===== src/rtl/lamp_timer_pkg.sv =====
// Shared encodings for the timed lamp controller.
// The lamp state register and the press-mode selector both use these values.
package lamp_timer_pkg;

    typedef enum logic [1:0] {
        ST_OFF  = 2'd0,
        ST_ON   = 2'd1,
        ST_WARN = 2'd2
    } lamp_state_t;

    localparam int MODE_TOGGLE = 0;
    localparam int MODE_RETRIG = 1;

endpackage


===== src/rtl/sw_event_sync.sv =====
// Multi-way switch front end: synchronises the raw switch levels and
// turns any change in their overall parity into a single-cycle event.
module sw_event_sync #(
    parameter int N_SW = 3
) (
    input  logic            clk,
    input  logic            rst_n,
    input  logic [N_SW-1:0] sw,
    output logic            evt
);

    logic [N_SW-1:0] sync1, sync2;
    logic            par, par_q;
    logic [2:0]      vld_pipe;

    assign par = ^sync2;

    always_ff @(posedge clk or negedge rst_n) begin
        if (!rst_n) begin
            sync1    <= '0;
            sync2    <= '0;
            par_q    <= 1'b0;
            vld_pipe <= '0;
        end else begin
            sync1    <= sw;
            sync2    <= sync1;
            par_q    <= par;
            vld_pipe <= {vld_pipe[1:0], 1'b1};
        end
    end

    // par_q only matches the filled synchroniser from the third edge on,
    // so hold events off until then.
    assign evt = vld_pipe[2] & (par ^ par_q);

endmodule


===== src/rtl/lamp_timer_ctrl.sv =====
// Timed lamp controller: switch events light the lamp for ON_CYC cycles,
// followed by an optional blinking warning phase before switch-off.
module lamp_timer_ctrl
    import lamp_timer_pkg::*;
#(
    parameter int N_SW       = 3,
    parameter int CNT_W      = 16,
    parameter int ON_CYC     = 300,
    parameter int WARN_CYC   = 50,
    parameter int BLINK_HALF = 5,
    parameter int MODE       = MODE_TOGGLE
) (
    input  logic             clk,
    input  logic             rst_n,
    input  logic [N_SW-1:0]  sw,
    input  logic             force_on,
    output logic             lamp,
    output logic [1:0]       state,
    output logic [CNT_W-1:0] remain
);

    localparam int BW = (BLINK_HALF > 1) ? $clog2(BLINK_HALF) : 1;
    localparam logic [CNT_W-1:0] ON_LOAD   = CNT_W'(ON_CYC - 1);
    localparam logic [CNT_W-1:0] WARN_LOAD = CNT_W'(WARN_CYC - 1);
    localparam logic [BW-1:0]    BLK_LAST  = BW'(BLINK_HALF - 1);

    if (ON_CYC < 1 || longint'(ON_CYC) >= (longint'(1) << CNT_W)) begin : g_bad_on
        $error("lamp_timer_ctrl: ON_CYC out of range");
    end
    if (WARN_CYC < 0 || longint'(WARN_CYC) >= (longint'(1) << CNT_W)) begin : g_bad_warn
        $error("lamp_timer_ctrl: WARN_CYC out of range");
    end

    logic             evt;
    lamp_state_t      st_q, st_d;
    logic [CNT_W-1:0] rem_q, rem_d;
    logic [BW-1:0]    bcnt_q, bcnt_d;
    logic             ph_q, ph_d;
    logic             lamp_q, lamp_d;

    sw_event_sync #(.N_SW(N_SW)) u_sync (
        .clk   (clk),
        .rst_n (rst_n),
        .sw    (sw),
        .evt   (evt)
    );

    always_ff @(posedge clk or negedge rst_n) begin
        if (!rst_n) begin
            st_q   <= ST_OFF;
            rem_q  <= '0;
            bcnt_q <= '0;
            ph_q   <= 1'b0;
            lamp_q <= 1'b0;
        end else begin
            st_q   <= st_d;
            rem_q  <= rem_d;
            bcnt_q <= bcnt_d;
            ph_q   <= ph_d;
            lamp_q <= lamp_d;
        end
    end

    always_comb begin
        st_d   = st_q;
        rem_d  = rem_q;
        bcnt_d = '0;
        ph_d   = 1'b0;
        // force_on reloads every cycle, so release restarts the full on-time
        if (force_on) begin
            st_d  = ST_ON;
            rem_d = ON_LOAD;
        end else begin
            case (st_q)
                ST_OFF: begin
                    if (evt) begin
                        st_d  = ST_ON;
                        rem_d = ON_LOAD;
                    end
                end
                ST_ON: begin
                    if (evt) begin
                        if (MODE == MODE_RETRIG) begin
                            rem_d = ON_LOAD;
                        end else begin
                            st_d  = ST_OFF;
                            rem_d = '0;
                        end
                    end else if (rem_q == '0) begin
                        if (WARN_CYC > 0) begin
                            st_d  = ST_WARN;
                            rem_d = WARN_LOAD;
                        end else begin
                            st_d  = ST_OFF;
                        end
                    end else begin
                        rem_d = rem_q - CNT_W'(1);
                    end
                end
                ST_WARN: begin
                    if (evt) begin
                        st_d  = ST_ON;
                        rem_d = ON_LOAD;
                    end else if (rem_q == '0) begin
                        st_d  = ST_OFF;
                    end else begin
                        rem_d = rem_q - CNT_W'(1);
                    end
                end
                default: begin
                    st_d  = ST_OFF;
                    rem_d = '0;
                end
            endcase
        end
        // Blink phase restarts dark on every WARN entry.
        if (st_d == ST_WARN && st_q == ST_WARN) begin
            if (bcnt_q == BLK_LAST) begin
                bcnt_d = '0;
                ph_d   = ~ph_q;
            end else begin
                bcnt_d = bcnt_q + BW'(1);
                ph_d   = ph_q;
            end
        end
        lamp_d = (st_d == ST_ON) || (st_d == ST_WARN && ph_d);
    end

    assign lamp   = lamp_q;
    assign state  = st_q;
    assign remain = rem_q;

endmodule


===== config.mk =====
export PLATFORM = sky130hd
export DESIGN_NAME = lamp_timer_ctrl
export DESIGN_NICKNAME = d
export VERILOG_FILES = /design/src/rtl/lamp_timer_pkg.sv /design/src/rtl/sw_event_sync.sv /design/src/rtl/lamp_timer_ctrl.sv
export SDC_FILE = /design/constraint.sdc
export NUM_CORES = 1
export LEC_CHECK = 0
export BUFFER_PORTS_ARGS = -buffer_cell sky130_fd_sc_hd__buf_2
export CAP_MARGIN = 10
export CELL_PAD_IN_SITES_DETAIL_PLACEMENT = 1
export CELL_PAD_IN_SITES_GLOBAL_PLACEMENT = 2
export CORE_ASPECT_RATIO = 1.25
export CORE_MARGIN = 1
export CORE_UTILIZATION = 39
export CTS_CLUSTER_DIAMETER = 50
export DETAILED_ROUTE_END_ITERATION = 7
export PLACE_DENSITY = 0.88
export SYNTH_ARGS = -nofsm -noshare
export SYNTH_HDL_FRONTEND = slang
export SYNTH_SLANG_ARGS = --single-unit

===== constraint.sdc =====
create_clock -name clk -period 4.91 [get_ports clk]
set_input_delay 1.473 -clock clk [delete_from_list [all_inputs] [get_ports clk]]
set_output_delay 1.473 -clock clk [all_outputs]
set_load 0.005 [all_outputs]

**Yosys cells after proc, flatten, opt, wreduce, memory -nomap -nowiden**

Index checks and enable logic that the tools add are counted.

- Add/sub/neg operators: 2
- Multipliers: 0
- Divide/modulo/power cells: 0
- Magnitude comparators: 0
- Equal/unequal tests: 7
- Shift operators: 0
- Muxes and demuxes: 18
- Bitwise operators: 3
- Reductions and logical operators: 7

Operator list:

| cell | count |
|---|---|
| $mux W16 | 6 |
| $pmux W16 S3 | 1 |
| $logic_not A16 Y1 | 1 |
| $sub A16 B1 Y16 const B | 1 |
| $mux W2 | 6 |
| $mux W3 | 2 |
| $pmux W2 S3 | 1 |
| $eq A2 B1 Y1 const B | 2 |
| $eq A2 B2 Y1 const B | 2 |
| $ne A4 B4 Y1 const B | 1 |
| $add A3 B1 Y3 const B | 1 |
| $eq A3 B3 Y1 const B | 1 |
| $ne A3 B3 Y1 const B | 1 |
| $reduce_xor A3 Y1 | 1 |
| $logic_and A1 B1 Y1 | 2 |
| $logic_not A2 Y1 | 1 |
| $mux W1 | 2 |
| $reduce_and A2 Y1 | 1 |
| $and A1 B1 Y1 | 1 |
| $logic_or A1 B1 Y1 | 1 |
| $not A1 Y1 | 1 |
| $xor A1 B1 Y1 | 1 |

- Flip-flop bits (word level): 33
- Bits in latches: 0
- Bits in writable memories: 0
- ROM bits: 0
- Input port bits: 6
- Logic and storage cells: 46
- Memories: 0

**Logic depth before layout (Yosys ltp)**

Gate-level depths: netlist (run 1).

- Depth after elaboration: 11
- Gate-level depth with buffers: 8
- Gate-level depth less buffers: 7

**Modules after synthesis**

Synthesis (run 1) repeated with hierarchy kept, for this count alone.

- Cells, all modules: 194
- Area total of the unflattened synthesis: 1,934.4 um^2

By module, submodules not included:

| module | instances | cells each | area an instance (um^2) | seq. area each (um^2) |
|---|---|---|---|---|
| lamp_timer_ctrl | 1 | 178 | 1,631.6 | 575.6 |
| sw_event_sync | 1 | 16 | 302.8 | 250.2 |

**Worst setup path before layout (run 1)**

Ideal clock, no wire load.

- Kind: input -> register
- From: input force_on
- To: register bcnt_q[0]
- Library setup time: 88 ps
- Data arrival time: 2,121 ps
- Required time: 4,822 ps
- Path slack: 2,700 ps
- Cell stages on the path: 4
- Path buffers: 1
- Path through: a21oi_2 buf_2 nand3_1 nor3b_1

- Cells in the longest elaborated chain, start to end: 4

Ends and longest elaborated chain:

| what | line | source |
|---|---|---|
| start, declared | lamp_timer_ctrl.sv:16 | `input logic force_on,` |
| $mux W2 | lamp_timer_ctrl.sv:70 | `if (force_on) begin` |
| $eq A2 B2 Y1 | lamp_timer_ctrl.sv:117 | `if (st_d == ST_WARN && st_q == ST_WARN) begin` |
| $logic_and A1 B1 Y1 | lamp_timer_ctrl.sv:117 |  |
| $mux W3 | lamp_timer_ctrl.sv:117 |  |
| via bcnt_d[0] | lamp_timer_ctrl.sv:37 | `logic [BW-1:0] bcnt_q, bcnt_d;` |
| end signal, assigned | lamp_timer_ctrl.sv:58 | `bcnt_q <= bcnt_d;` |
| end, declared | lamp_timer_ctrl.sv:37 |  |

The timed path passes the listed nets, and every way through them passes these cells.
A chain may end at the register's enable or synchronous reset.

**Worst setup path in the final report (run 1)**

- From: register st_q[1] (netlist: state[1])
- To: output state[1]

RTL lines:

| what | line | source |
|---|---|---|
| start, declared | lamp_timer_ctrl.sv:35 | `lamp_state_t st_q, st_d;` |
| start signal, assigned | lamp_timer_ctrl.sv:56 | `st_q <= st_d;` |
| end, declared | lamp_timer_ctrl.sv:18 | `output logic [1:0] state,` |

No word-level cell between the ends.

==> results of run 1 <==
-- flip-flops by register name, indices dropped and copies added (netlist names) --
signal and cells:
u_sync.vld_pipe 3, state 2, remain 16, lamp 1, u_sync.sync1 3, bcnt_q 3, u_sync.par_q 1, ph_q 1
u_sync.sync2 3
-- cells by family after synthesis --
kind of cell,synth area share (%)
fa+ha+maj,1.91
buf+inv,4.79
other cells,0.191
flops,42.1
mux,2.55
xor+xnor,3.77
simple gates,28.1
compound gates,16.6
-- area by class of cell --
type | count | area share (%)
Clock buffer | 6 | 3.33
Clock inverter | 2 | 0.459
Inverter | 10 | 1.72
Multi-Input combinational cell | 142 | 47.7
Sequential cell | 33 | 37.8
Tap cell | 60 | 3.44
Timing Repair Buffer | 24 | 5.50
-- through the flow --
step / total power, mW / setup WS [ps] / area, sq um
after floorplan: 0.425 / 2700 / 1960
after global placement: 0.472 / 2000 / 2100
after detailed placement: 0.474 / 1930 / 2100
after CTS: 0.678 / 2170 / 2180
after global routing: 0.704 / 2050 / 2180
final: 0.672 / 2150 / 2180
-- cells in the final DEF, fill, tap and decap left out, types with 4 or more instances in the layout --
cell type  netlist  layout
nand2_1          8       8
nor3_1           6       6
o21a_1           6       6
o21ai_0          5       5
buf_2            3      24
and3_1           4       4
nor2_1          16      16
mux2i_1          5       5
dfrtp_1         33      33
nand3_1         14      14
a21oi_1         14      14
inv_1            9       9
nor3b_1          4       4
nand3b_1         7       7
clkbuf_8         0       5
-- report_power, final --
| part | internal [mW] | switching, mW | leakage, nW |
|---|---|---|---|
| clock network | 0.0982 | 0.104 | 0.0450 |
| registers | 0.290 | 0.0324 | 0.410 |
| logic | 0.0616 | 0.0864 | 0.447 |
-- per-layer routing --
layer / share of wire, % / wire (um) / track usage, % / up-vias
met2: 49 / 2380 / 33.8 / 29
met3: 3.6 / 172 / 3.65 / 8
li1: - / - / - / 764
met1: 46 / 2210 / 26.0 / 818
met4: 1.2 / 60 / 5.65 / 0
met5: 0 / 0 / 0 / -
-- how the worst max path moves through the flow --
stage / to / depth (start not counted) / slack, ps
floorplan: bcnt_q[0] / 4 / 2700
global placement: bcnt_q[0] / 4 / 2000
detailed placement: bcnt_q[0] / 4 / 1930
CTS: state[1] / 1 / 2170
global route: remain[12] / 7 / 2050
finish: state[1] / 1 / 2150
==> flow_metrics.py, run 1 <==
metrics = {
    "pwr": {
        "p_leak_nw": 0.902,
        "vdd_drop_max_mv": 0.187,
        "power_density_nw_per_um2": 308,
    },
    "job": {
        "drv_cap": 0,
    },
    "sta": {
        "fin_crit_sh_pct": 56.1,
        "setup_viol": 0,
        "holdWs_ps": 349,
        "finalClockSkew_ps": 7.30,
        "period_minus_slack_ps": 2760,
        "finalSetupTns_ps": 0,
        "finalMaxSlewViolations": 0,
        "relSlewSlack_pct": 33.1,
        "worstMarginPinSlew_ps": 1000,
        "rsz0062_at_grt": "false",
        "hold_violations": 0,
        "fmax_ghz": 0.363,
    },
    "finish": {
        "nets": 225,
        "finish.utilization_pct": 45.5,
        "drive_gt1_share_pct": 21.2,
        "n_fill_cell": 558,
        "stdcell_count": 277,
        "multi_input_area_sq_um": 1040,
        "areaGrowthSynthToFinish_pct": 11.3,
        "seq_area_sq_um": 826,
        "diodes": 0,
    },
    "worst_setup_path": {
        "cp.arrival_ps": 1280,
        "r2r_slack_ps": 2190,
        "cp_slowest_cell": "dfrtp_1",
        "critPathMaxStageDelay_ps": 760,
        "cp_cell_sequence": "buf_2",
        "cp.buffers_inverters": 1,
        "critical_path.endpoint_type": "output pin",
        "critPathTopFamily": "flip-flops",
        "critical_path_class": "register to output pin",
        "cp-start-kind": "register",
        "critPathLaunch": "state[1]",
        "rr_startpoint": "remain[0]",
        "crit_fanout": 17,
        "r2r-end": "remain[12]",
        "cp.required_ps": 3440,
        "r2r_cells": 7,
    },
    "logic_synthesis": {
        "synth.distinct_cells": 56,
        "synth_top_cell_by_area": "dfrtp_1",
        "yosysMostFrequentCell": "dfrtp_1",
        "yosysSeqAreaShare_pct": 42.1,
        "yosysTopAreaCellShare_pct": 42.1,
        "ys_seq_elements": 33,
        "avgSynthCellArea_sq_um": 10.0,
        "synth_edf_count": 0,
        "syn_inst": 196,
        "synthFlopType": "dfrtp_1",
        "syn_area_sq_um": 1960,
        "ys.warnings.count": 0,
        "synthArstFlopShare_pct": 100,
        "synthTopCellsByCount": "dfrtp_1 (33), nor2_1 (16), a21oi_1 (14), nand3_1 (14), inv_1 (9)",
        "syn_nets": 205,
        "synth.area.top_cells": "dfrtp_1 (42%), a21oi_1 (3.6%), nand3_1 (3.6%)",
    },
    "floorplanning": {
        "initial_core_util_pct": 40.8,
        "ios": 25,
        "die_y_um": 81.3,
        "num_rows": 28,
        "core_sq_um": 4800,
        "dieArea_sq_um": 5320,
        "die_w_um": 65.4,
    },
    "route": {
        "ant_nets": 0,
        "dr.pass1.iters": 4,
        "routedWlPerCell_um": 17.4,
        "vias": 1619,
        "drc": 0,
        "routed_wirelength_mm": 4.83,
        "drtIter0Drc": 61,
        "routed_via_density": 5.84,
    },
    "min_path": {
        "min_to": "u_sync.sync2[0]",
        "hp-start": "u_sync.sync1[0]",
        "min_path_cells": 0,
        "hold_class": "register to register",
    },
    "cts": {
        "cts-root-buf": "clkbuf_8",
        "worstSkewPairLatency_ps": 290,
        "clockBufferDepth": 2,
        "htreeDepth": 2,
        "hold_buffers": 0,
        "numCtsBuffers": 5,
        "clk_pin_slew_worst_paths_ps": 60,
        "cts_tree": "done",
        "postCtsSetupBuffers": 0,
        "ctsResizeCount": 0,
        "clkSinkCount": 33,
    },
    "global_routing": {
        "grt_pass1_vias": 1605,
        "grt_usage_pct": 20.0,
        "grt_start_max_net_pins": 34,
        "antenna_found_initial": 0,
        "grt_overflow": 0,
        "grt_pass1_wl_mm": 8.06,
    },
    "placed_design": {
        "gp_congestion": 0.777,
        "port_buffers": 24,
        "dp.cells": 269,
        "dp_hpwl_mm": 3.31,
    },
    "outcome": {
        "status": "finished, final reports clean",
    },
}
Note: power is estimated with default switching activity, not from simulation.
==> run 2, diff against run 1 <==
--- a/config.mk
+++ b/config.mk
@@ -5,16 +5,17 @@
 export SDC_FILE = /design/constraint.sdc
 export NUM_CORES = 1
 export LEC_CHECK = 0
+export ABC_AREA = 1
 export BUFFER_PORTS_ARGS = -buffer_cell sky130_fd_sc_hd__buf_2
 export CAP_MARGIN = 10
 export CELL_PAD_IN_SITES_DETAIL_PLACEMENT = 1
 export CELL_PAD_IN_SITES_GLOBAL_PLACEMENT = 2
 export CORE_ASPECT_RATIO = 1.25
 export CORE_MARGIN = 1
-export CORE_UTILIZATION = 39
+export CORE_UTILIZATION = 29
 export CTS_CLUSTER_DIAMETER = 50
 export DETAILED_ROUTE_END_ITERATION = 7
-export PLACE_DENSITY = 0.88
+export PLACE_DENSITY = 0.79
 export SYNTH_ARGS = -nofsm -noshare
 export SYNTH_HDL_FRONTEND = slang
 export SYNTH_SLANG_ARGS = --single-unit
==> constraint.sdc (replaced) <==
create_clock -name clk -period 2.5 [get_ports clk]
set_input_delay 0.75 -clock clk [delete_from_list [all_inputs] [get_ports clk]]
set_output_delay 0.75 -clock clk [all_outputs]
set_load 0.005 [all_outputs]
==> flow_metrics.py, run 2 <==
metrics = {
    "min_path": {
        "hold_class": "register to register",
    },
    "logic_synthesis": {
        "synth_edf_count": 0,
        "yosysMostFrequentCell": "nand2_1",
        "synthArstFlopShare_pct": 100,
        "yosysTopAreaCellShare_pct": 42.4,
        "synthFlopType": "dfrtp_1",
        "syn_area_sq_um": 1950,
        "ys.warnings.count": 0,
        "syn_inst": 270,
        "synth.area.top_cells": "dfrtp_1 (42%), nand2_1 (18%), inv_1 (7.3%)",
        "synth_top_cell_by_area": "dfrtp_1",
        "synth.distinct_cells": 27,
        "ys_seq_elements": 33,
        "syn_nets": 279,
        "synthTopCellsByCount": "nand2_1 (91), inv_1 (38), dfrtp_1 (33), nor2_1 (30), nand3_1 (24)",
        "avgSynthCellArea_sq_um": 7.21,
        "yosysSeqAreaShare_pct": 42.4,
    },
    "finish": {
        "layout_common_cells": "nand2_1 (91), inv_1 (38), dfrtp_1 (33)",
        "diodes": 0,
        "final_common_cell": "nand2_1",
        "areaGrowthSynthToFinish_pct": 16.5,
        "drive_gt1_share_pct": 18.7,
        "largest_register_ffs": 16,
        "n_fill_cell": 880,
        "finish.utilization_pct": 34.8,
        "nets": 307,
        "stdcell_count": 386,
    },
    "placed_design": {
        "dp_slack_ps": 404,
        "dp.cells": 378,
        "gp_congestion": 0.756,
        "port_buffers": 24,
        "dp_hpwl_mm": 3.88,
    },
    "floorplanning": {
        "die_y_um": 93.6,
        "core_sq_um": 6520,
        "dieArea_sq_um": 7050,
        "ios": 25,
        "initial_core_util_pct": 29.8,
        "num_rows": 33,
        "die_w_um": 75.3,
    },
    "worst_setup_path": {
        "cp_cell_sequence": "inv_1 -> ha_1 -> nand3_2 -> nor2_2 -> nand2_2 -> a21oi_4 -> nand3_4 -> nand2_1 -> nand2_1 -> nor2_1",
        "critical_path.endpoint_type": "register",
        "critPathTopFamily": "simple AND/OR/NAND/NOR gates",
        "critical_path_class": "register to register",
        "cp-start-kind": "register",
        "critPathMaxStageDelay_ps": 420,
        "cp_slowest_cell": "dfrtp_1",
        "cp.required_ps": 2730,
        "crit_fanout": 23,
        "cp.buffers_inverters": 1,
        "cp.arrival_ps": 2300,
        "critical_path.most_common_cell": "nand2_1",
    },
    "pwr": {
        "p_leak_nw": 1.27,
        "vdd_drop_max_mv": 0.200,
        "power_density_nw_per_um2": 648,
    },
    "sta": {
        "fmax_ghz": 0.483,
        "relSlewSlack_pct": 47.7,
        "rsz0062_at_grt": "false",
        "period_minus_slack_ps": 2070,
        "hold_violations": 0,
        "fin_crit_sh_pct": 82.9,
        "setup_ws_ps": 428,
        "finalClockSkew_ps": 3.49,
        "finalSetupTns_ps": 0,
        "setup_viol": 0,
        "finalMaxSlewViolations": 0,
        "holdWs_ps": 347,
        "worstMarginPinSlew_ps": 784,
    },
    "route": {
        "drc": 0,
        "ant_nets": 0,
        "dr.pass1.iters": 4,
        "vias": 1794,
        "routed_wirelength_mm": 5.13,
        "routedWlPerCell_um": 13.3,
        "routed_via_density": 4.65,
        "drtIter0Drc": 63,
    },
    "global_routing": {
        "grt_pass1_wl_mm": 8.98,
        "grt_usage_pct": 17.0,
        "antenna_found_initial": 0,
        "grt_start_max_net_pins": 34,
        "grt_pass1_vias": 1917,
        "grt_overflow": 0,
    },
    "cts": {
        "htreeDepth": 2,
        "postCtsSetupBuffers": 0,
        "clockBufferDepth": 2,
        "clkSinkCount": 33,
        "cts-root-buf": "clkbuf_8",
        "numCtsBuffers": 5,
        "cts_tree": "done",
        "worstSkewPairLatency_ps": 290,
        "hold_buffers": 0,
        "clk_pin_slew_worst_paths_ps": 80,
        "ctsResizeCount": 0,
    },
    "outcome": {
        "status": "finished, final reports clean",
    },
    "job": {
        "drv_cap": 0,
    },
}
run 2: layout make-up:
cell class,count,area [sq um],area share [%]
inverters,43,161,7.12
repair buffers,24,120,5.30
flip-flops and latches,33,826,36.4
well taps,87,109,4.80
clock inverters,3,46.3,2.04
multi-input cells,191,936,41.3
clock buffers,5,68.8,3.04
run 2: path summary, 6_finish.rpt:
path                            cells after the start  slack, ps              end            start
worst max-delay path                               10        430        remain[2]        remain[0]
worst min-delay path                                0        350  u_sync.sync2[0]  u_sync.sync1[0]
worst max register to register                     10        430        remain[2]        remain[0]
worst min register to register                      0        350  u_sync.sync2[0]  u_sync.sync1[0]
max in group asynchronous                           1       1470       remain[15]            rst_n
min in group asynchronous                           1        530  u_sync.sync1[1]            rst_n
run 2: power breakdown:
group / total [mW] / internal, mW / leakage [nW] / switching (mW)
Sequential: 0.615 / 0.571 / 0.410 / 0.0446
Clock: 0.530 / 0.299 / 0.0543 / 0.232
Combinational: 0.323 / 0.106 / 0.803 / 0.217
Total: 1.47 / 0.976 / 1.27 / 0.493
run 2: kinds of logic after synthesis:
family | Yosys count | synth area share, %
xor+xnor | 5 | 2.25
other cells | 1 | 0.193
simple gates | 174 | 40.9
flops | 33 | 42.4
buf+inv | 46 | 9.51
fa+ha+maj | 3 | 1.93
compound gates | 8 | 2.76
run 2: layer usage:
metal	wire length (um)	vias up	track usage, %
li1	-	885	-
met1	2280	883	19.6
met2	2650	19	30.6
met3	121	7	3.13
met4	76	0	5.56
met5	0	-	0
run 2: through the flow:
stage	power, mW	area (sq um)
after global routing	1.56	2270
final	1.47	2270
after global placement	0.953	2150
after detailed placement	0.954	2150
after CTS	1.49	2270
after floorplan	0.840	1950
run 2: worst register-to-register path: stages, from the launching register on:
cell	delay (ps)
dfrtp_1	420
inv_1	140
ha_1	220
nand3_2	140
nor2_2	140
nand2_2	100
a21oi_4	170
nand3_4	260
nand2_1	250
nand2_1	70
nor2_1	80
==> run 3, diff against run 2 <==
--- a/config.mk
+++ b/config.mk
@@ -12,10 +12,10 @@
 export CELL_PAD_IN_SITES_GLOBAL_PLACEMENT = 2
 export CORE_ASPECT_RATIO = 1.25
 export CORE_MARGIN = 1
-export CORE_UTILIZATION = 29
+export CORE_UTILIZATION = 32
 export CTS_CLUSTER_DIAMETER = 50
 export DETAILED_ROUTE_END_ITERATION = 7
-export PLACE_DENSITY = 0.79
+export PLACE_DENSITY = 0.83
 export SYNTH_ARGS = -nofsm -noshare
 export SYNTH_HDL_FRONTEND = slang
 export SYNTH_SLANG_ARGS = --single-unit
==> constraint.sdc (replaced) <==
create_clock -name clk -period 2.1 [get_ports clk]
set_input_delay 0.63 -clock clk [delete_from_list [all_inputs] [get_ports clk]]
set_output_delay 0.63 -clock clk [all_outputs]
set_load 0.005 [all_outputs]
==> flow_metrics.py, run 3 (synthesis results as in run 2) <==
metrics = {
    "pwr": {
        "p_total_mw": 1.87,
        "vdd_drop_max_mv": 0.302,
        "power_density_nw_per_um2": 797,
        "p_leak_nw": 1.32,
    },
    "cts": {
        "cts-root-buf": "clkbuf_8",
        "clockBufferDepth": 2,
        "postCtsSetupBuffers": 0,
        "worstSkewPairLatency_ps": 290,
        "numCtsBuffers": 5,
        "cts_tree": "done",
        "clk_pin_slew_worst_paths_ps": 80,
        "clkSinkCount": 33,
        "htreeDepth": 2,
    },
    "min_path": {
        "hold_class": "register to register",
    },
    "placed_design": {
        "dp_hpwl_mm": 3.98,
        "gp_congestion": 0.796,
        "placed_area_sq_um": 2190,
        "port_buffers": 24,
    },
    "worst_setup_path": {
        "critical_path.most_common_cell": "nand2_1",
        "cp.buffers_inverters": 1,
        "critical_path_class": "register to register",
        "cp_cell_sequence": "inv_1 -> ha_1 -> nand3_2 -> nor2_2 -> nand2_2 -> a21oi_4 -> nand3_4 -> nand2_1 -> nand2_1 -> nand2_1 -> nor2_1",
        "r2r_slack_ps": 180,
        "cp.required_ps": 2290,
        "crit_fanout": 12,
        "cp-start-kind": "register",
        "cp.arrival_ps": 2110,
        "cp_slowest_cell": "dfrtp_1",
        "critical_path.endpoint_type": "register",
        "critPathTopFamily": "simple AND/OR/NAND/NOR gates",
        "critPathMaxStageDelay_ps": 380,
    },
    "finish": {
        "drive_gt1_share_pct": 21.4,
        "layout_common_cells": "nand2_1 (90), inv_1 (38), dfrtp_1 (33)",
        "nets": 316,
        "largest_register_ffs": 16,
        "areaGrowthSynthToFinish_pct": 20.4,
        "diodes": 0,
        "final_area_sq_um": 2340,
        "final_common_cell": "nand2_1",
    },
    "sta": {
        "holdWs_ps": 347,
        "hold_violations": 0,
        "period_minus_slack_ps": 1920,
        "rsz0062_at_grt": "true",
        "finalMaxSlewViolations": 0,
        "fin_crit_sh_pct": 91.6,
        "fmax_ghz": 0.520,
        "setup_viol": 0,
        "finalClockSkew_ps": 8.83,
    },
    "outcome": {
        "status": "finished, final reports clean",
    },
    "route": {
        "drc": 0,
        "drtIter0Drc": 61,
        "dr.pass1.iters": 4,
        "routed_via_density": 4.85,
        "vias": 1815,
        "routedWlPerCell_um": 14.1,
        "routed_wirelength_mm": 5.29,
        "ant_nets": 0,
    },
    "floorplanning": {
        "die_y_um": 89.2,
        "ios": 25,
        "num_rows": 31,
        "dieArea_sq_um": 6400,
        "core_sq_um": 5820,
        "initial_core_util_pct": 33.5,
        "die_w_um": 71.8,
    },
    "job": {
        "drv_cap": 0,
    },
    "global_routing": {
        "grt_pass1_wl_mm": 8.73,
        "grt_usage_pct": 18.2,
        "grt_start_max_net_pins": 34,
        "grt_pass1_vias": 1844,
        "antenna_found_initial": 0,
        "grt_overflow": 0,
    },
}
run 3: cell types whose count changed in the layout (fill, tap and decap cells not counted), sizes merged:
cell      previous run  this run
buf                 24        32
bufinv               1         2
clkinvlp             1         0
nand3               29        30
run 3: worst paths after layout:
| path | start | end | cells after the start |
|---|---|---|---|
| min | u_sync.vld_pipe[0] | u_sync.vld_pipe[1] | 0 |
| max in group asynchronous | rst_n | lamp | 2 |
| min reg2reg | u_sync.vld_pipe[0] | u_sync.vld_pipe[1] | 0 |
| max reg2reg | remain[0] | remain[2] | 11 |
| min in group asynchronous | rst_n | remain[12] | 2 |
| max | remain[0] | remain[2] | 11 |
run 3: stage by stage:
| step | util [%] | worst slack, ps | instances | TNS, ps |
|---|---|---|---|---|
| 6_report | 40.3 | 177 | 374 | 0 |
| 5_1_grt | 40.3 | -0.913 | 374 | -0.913 |
| 4_1_cts | 39.9 | 70.2 | 373 | 0 |
| 3_5_place_dp | 37.6 | 87.3 | 365 | 0 |
| 3_3_place_gp | 37.6 | 183 | 365 | 0 |
| 2_1_floorplan | - | 377 | 270 | 0 |
run 3: layer usage:
metal  track usage (%)  part of all wire (%)
met4              7.66                   2.3
met5                 0                     0
met2              34.3                    53
met3              3.27                   2.3
met1              20.2                    43
run 3: what timing repair did:
| action | in CTS | in global routing |
|---|---|---|
| resized for setup | 0 | 3 |
| setup endpoints to repair | 0 | 10 |
| hold buffers | 0 | 0 |
run 3: cell type report:
type	count	area, sq um
clock buffer	5	68.8
clock inverter	3	65.1
fill	742	3470
inverter	43	161
multi-input combinational	192	961
sequential	33	826
tap	66	82.6
timing repair buffer	32	180
run 3: where the power goes:
part           switching (mW)  internal (mW)  leakage [nW]
Clock                   0.253          0.472        0.0681
Sequential             0.0462          0.680         0.410
Combinational           0.274          0.144         0.845
